[config.mk]
export PLATFORM = sky130hd
export DESIGN_NAME = dwt_pair_packer
export DESIGN_NICKNAME = d
export VERILOG_FILES = /design/src/rtl/dwt_pair_packer.sv
export SDC_FILE = /design/constraint.sdc
export NUM_CORES = 1
export LEC_CHECK = 0
export CORE_MARGIN = 5
export CORE_UTILIZATION = 50
export DETAILED_ROUTE_END_ITERATION = 10
export PLACE_DENSITY = 0.76
export SYNTH_ARGS = -nofsm -noshare
export SYNTH_HDL_FRONTEND = slang
export SYNTH_SLANG_ARGS = --single-unit
[constraint.sdc]
create_clock -name clk_i -period 3.6 [get_ports clk_i]
set_clock_uncertainty 0.1 [all_clocks]
set_input_delay 0.36 -clock clk_i [delete_from_list [all_inputs] [get_ports clk_i]]
set_output_delay 0.36 -clock clk_i [all_outputs]
set_load 0.02 [all_outputs]
[src/rtl/dwt_pair_packer.sv]
// Packs a one-sample-per-beat line stream into {odd, even} pairs for the DWT 9/7 row path.
// Odd-length lines are closed with whole-sample symmetric extension (x[N] = x[N-2]).
module dwt_pair_packer #(
   parameter int DataWidth       = 16,
   parameter int MaximumSideSize = 512
) (
   input  logic                   clk_i,
   input  logic                   rst_i,
   output logic                   s_ready_o,
   input  logic                   s_valid_i,
   input  logic                   s_sof_i,
   input  logic                   s_eol_i,
   input  logic [DataWidth-1:0]   s_data_i,
   input  logic                   m_ready_i,
   output logic                   m_valid_o,
   output logic                   m_sof_o,
   output logic                   m_eol_o,
   output logic [2*DataWidth-1:0] m_data_o,
   output logic                   err_o
);
   localparam int MaxPairs = MaximumSideSize / 2;
   localparam int CntW     = $clog2(MaxPairs + 1);

   typedef enum logic {EVEN, ODD} state_t;

   state_t                 state, state_nxt;
   logic [DataWidth-1:0]   held_even, held_even_nxt;
   logic [DataWidth-1:0]   last_odd, last_odd_nxt;
   logic                   hold_sof, hold_sof_nxt;
   logic [CntW-1:0]        cnt, cnt_nxt;
   logic                   err_nxt, valid_nxt;
   logic                   acc, emit, emit_sof, emit_eol;
   logic [2*DataWidth-1:0] emit_data;

   assign s_ready_o = !m_valid_o | m_ready_i;
   assign acc       = s_valid_i & s_ready_o;

   always_comb begin
      state_nxt     = state;
      held_even_nxt = held_even;
      last_odd_nxt  = last_odd;
      hold_sof_nxt  = hold_sof;
      cnt_nxt       = cnt;
      err_nxt       = err_o;
      emit          = 1'b0;
      emit_sof      = 1'b0;
      emit_eol      = 1'b0;
      emit_data     = '0;
      if (acc) begin
         // sof mid-pair abandons the held even; the sample restarts the frame as x[0]
         if (state == ODD && s_sof_i) err_nxt = 1'b1;
         if (state == EVEN || s_sof_i) begin
            if (!s_eol_i) begin
               held_even_nxt = s_data_i;
               hold_sof_nxt  = s_sof_i;
               state_nxt     = ODD;
               if (s_sof_i) cnt_nxt = '0;
            end else begin
               // line ends on an even position: mirror x[N-2]; a 1-sample line mirrors itself
               emit      = 1'b1;
               emit_sof  = s_sof_i;
               emit_eol  = 1'b1;
               emit_data = {((cnt == '0) || s_sof_i) ? s_data_i : last_odd, s_data_i};
               cnt_nxt   = '0;
               state_nxt = EVEN;
            end
         end else begin
            emit         = 1'b1;
            emit_sof     = hold_sof;
            emit_eol     = s_eol_i;
            emit_data    = {s_data_i, held_even};
            last_odd_nxt = s_data_i;
            state_nxt    = EVEN;
            if (s_eol_i) begin
               cnt_nxt = '0;
            end else if (cnt != CntW'(MaxPairs)) begin
               cnt_nxt = cnt + CntW'(1);
               if (cnt == CntW'(MaxPairs - 1)) err_nxt = 1'b1;
            end
         end
      end
      valid_nxt = emit ? 1'b1 : (m_ready_i ? 1'b0 : m_valid_o);
   end

   always_ff @(posedge clk_i) begin
      if (!rst_i) begin
         state     <= EVEN;
         held_even <= '0;
         last_odd  <= '0;
         hold_sof  <= 1'b0;
         cnt       <= '0;
         err_o     <= 1'b0;
         m_valid_o <= 1'b0;
         m_sof_o   <= 1'b0;
         m_eol_o   <= 1'b0;
         m_data_o  <= '0;
      end else begin
         state     <= state_nxt;
         held_even <= held_even_nxt;
         last_odd  <= last_odd_nxt;
         hold_sof  <= hold_sof_nxt;
         cnt       <= cnt_nxt;
         err_o     <= err_nxt;
         m_valid_o <= valid_nxt;
         if (emit) begin
            m_sof_o  <= emit_sof;
            m_eol_o  <= emit_eol;
            m_data_o <= emit_data;
         end
      end
   end
endmodule

==> metrics.md <==
| Metric | Value |
|---|---|
| GR Overflow Total | 0 |
| Outcome | finished, final reports clean |
| Placeable Area | 6422 um2 |
| Die Ht | just over 90 um |
| Sw Pwr | 0.4933 mW |
| GRT Total Usage | 19.56% |
| Worst Hold Class | reg -> reg |
| Logic pwr share | about 13% |
| DRC viols | 0 |
| RSZ-0062 raised after global routing | false |
| Flop pwr share | 46.7% |
| Synth top area share | 47.59% |
| Antenna Cells | 0 |
| Place WS | ~0.63 ns |
| Via Count | 2,961 |
| # fillers | 522 |
| Setup ws final | 0.9646 ns |
| Critical path cell sequence | clkdlybuf4s50_1 -> inv_1 -> nor4_4 -> nand2_2 -> o22ai_1 |
| CTS tree | yes |
| PwrDens | 485.0 nW/um2 |
| F_max | ~380 MHz |
| Final Non-Filler Cells | approximately 500 |
| Layout cells sized above 1 | 7.583% |
| Design Area, Final | 4133 um2 |
| Drt wl/cell | 16.42 um |
| Worst-Skew Late Latency | ~0.35 ns |
| Final ANT Viol Nets | 0 |
| Post-synth EDFFs | 0 |
| Initial antenna violation count | 0 |
| Drt total wl | 8.194 mm |
| Clock Sinks | between 70 and 80 |
| R2r worst-path depth | 4 |
| Most common cell in the netlist | dfxtp_1 |
| Hold Crit Depth | 2 |
| Sw frac | 24.61% |
| Final TNS setup | 0 ns |
| Peak VDD IR | about 270 uV |
| Final worst-path cycle share | between 70% and 80% |
| Via-per-instance ratio | 5.934 |
| Vias in the first global route | 2,660 |
| Crit path kind | in -> reg |
| P_int | roughly 1.5 mW |
| Worst setup EP type | register |
| Num ports | 59 |
| Nets | 442 |
| First-pass DRT Iterations | 7 |
| H-Tree Depth | 3 |
| Hold_buf cts | 0 |
| Post-Syn Instances | 370 |
| Setup-failing EPs final | 0 |
| Final HPWL DP | 5.133 mm |
| Final hold slack | 0.3571 ns |
| Leakage power | between 1 and 1.5 nW |
| Mean Syn Cell Area | ~9 um2 |
| Final Max Slew Viols | 0 |
| First DRT Iteration DRCs | 243 |
| Port Buf Inserts | between 50 and 60 |
| Crit Path Max Fanout | 17 |
| CTS resizes | 0 |
| Worst EP arrival | around 2.8 ns |
| Max Buffers Root-to-Sink | 2 |
| Sequential area share after synthesis | 47.59% |
| Slowest-stage cell, CP | nor4_4 |
| Async SR Flop Fraction | 0% |
| Most used DFF post-synth | dfxtp_1 |
| Maxcap violations | 0 |
| Critical Path Start Type | input pin |
| Slew margin rel. | 35.07% |
| Yosys warns | 0 |
| Distinct cell type count after synthesis | 39 |
| Synth Register Bits | 79 |
| Placed Area | roughly 4000 um2 |
| First-pass GRT wire length | about 13 mm |
| Root Driver | clkbuf_8 |
| Clock share of power | between 30 and 40% |
| Area leader, netlist | dfxtp_1 |
| Commonest cells in the netlist | dfxtp_1, nand2_1, a21oi_1 |
| Post-synthesis cell area | ~3300 um2 |
| Post-Syn Nets | 395 |
| Largest net degree at the start of global routing | 67 |
| Final hold violation count | 0 |
| Initial Util | 51.74% |
| DIE AREA | between 8000 and 9000 um2 |
| Placed Cells | 483 |
| Crit path required time | 3.77 ns |
| Top post-synthesis cells by area | dfxtp_1, nand2_1, mux2i_1 |
| Least-Margin Pin Slew | 0.9667 ns |
| Min cycle time layout | approximately 2.6 ns |
| Chip Width | 91.53 um |
| Post-CTS setup buffer count | 0 |
| Worst-path clk slew | 0.08 ns |
| Layout area overhead | 24.36% |
| Row cnt | 29 |
| CTS Buf Count | 9 |
| GP Congestion | around 0.81 |
| CP max stage delay | approximately 0.86 ns |
## cells in the final DEF, fill, tap and decap left out, types with 6 or more instances in the layout
| master | synthesis | final |
|---|---|---|
| nand4_1 | 6 | 6 |
| clkbuf_8 | 0 | 10 |
| o21ai_0 | 8 | 8 |
| nand2_1 | 78 | 78 |
| a21oi_1 | 39 | 39 |
| mux2i_1 | 21 | 21 |
| nor2_1 | 21 | 21 |
| clkdlybuf4s50_1 | 0 | 58 |
| a222oi_1 | 16 | 16 |
| a22oi_1 | 16 | 16 |
| o22ai_1 | 17 | 17 |
| inv_1 | 6 | 6 |
| dfxtp_1 | 79 | 79 |
## metal layers
| layer | wire length, um | vias up | GRT usage, % |
|---|---|---|---|
| met1 | 3820 | 1394 | 26.41 |
| li1 | - | 1430 | - |
| met2 | 3658 | 126 | 29.58 |
| met5 | 0 | - | 0 |
| met3 | 602 | 11 | 5.041 |
| met4 | 113 | 0 | 8.291 |
## state kept, by name, indices dropped and copies added, names as in the netlist
register / cells
cnt: 9
err_o: 1
held_even: 16
hold_sof: 1
last_odd: 16
m_data_o: 32
m_eol_o: 1
m_sof_o: 1
m_valid_o: 1
state: 1
## cell families after synthesis
logic type	synth area share, %
AOI/OAI and AO/OA	20.56
xor gates and xnor gates	0.2636
adders and majority gates	1.130
buffers and inverters	5.422
DFF	47.59
muxes	6.325
and+or+nand+nor	18.71
## final timing paths
path / end / slack (ns) / from
worst min-delay path: last_odd[2] / 0.36 / last_odd[2]
worst max register to register: m_data_o[16] / 1.27 / state
worst min register to register: last_odd[2] / 0.36 / last_odd[2]
worst max-delay path: m_data_o[16] / 0.96 / s_eol_i
## metrics by stage
stage	power, mW	utilization [%]
floorplan	1.113	-
global placement	1.216	60.53
detailed placement	1.222	60.53
CTS	2.009	64.35
global route	2.079	64.35
finish	2.005	64.35
## power groups by stage
stage / clock network, mW / registers, mW / logic, mW
6_report: 0.800 / 0.936 / 0.268
5_1_grt: 0.848 / 0.940 / 0.291
4_1_cts: 0.805 / 0.935 / 0.268
3_5_place_dp: 0 / 0.955 / 0.267
3_3_place_gp: 0 / 0.954 / 0.263
2_1_floorplan: 0 / 0.978 / 0.136
## cell type report
class | instances | area, um2 | share of cell area, %
Inverter | 8 | 30.03 | 0.7266
Clock inverter | 5 | 103.9 | 2.513
Sequential cell | 79 | 1582 | 38.27
Multi-Input combinational cell | 256 | 1562 | 37.78
Timing Repair Buffer | 63 | 618.1 | 14.96
Tap cell | 77 | 96.34 | 2.331
Clock buffer | 11 | 141.4 | 3.421
## worst max-delay path, delay by kind of cell
kind / cells / cell delay, ns
buffers and inverters: 2 / 0.82
AND/OR/NAND/NOR: 2 / 1.32
AO/OA/AOI/OAI: 1 / 0.29
(Power assumes the default switching activity.)
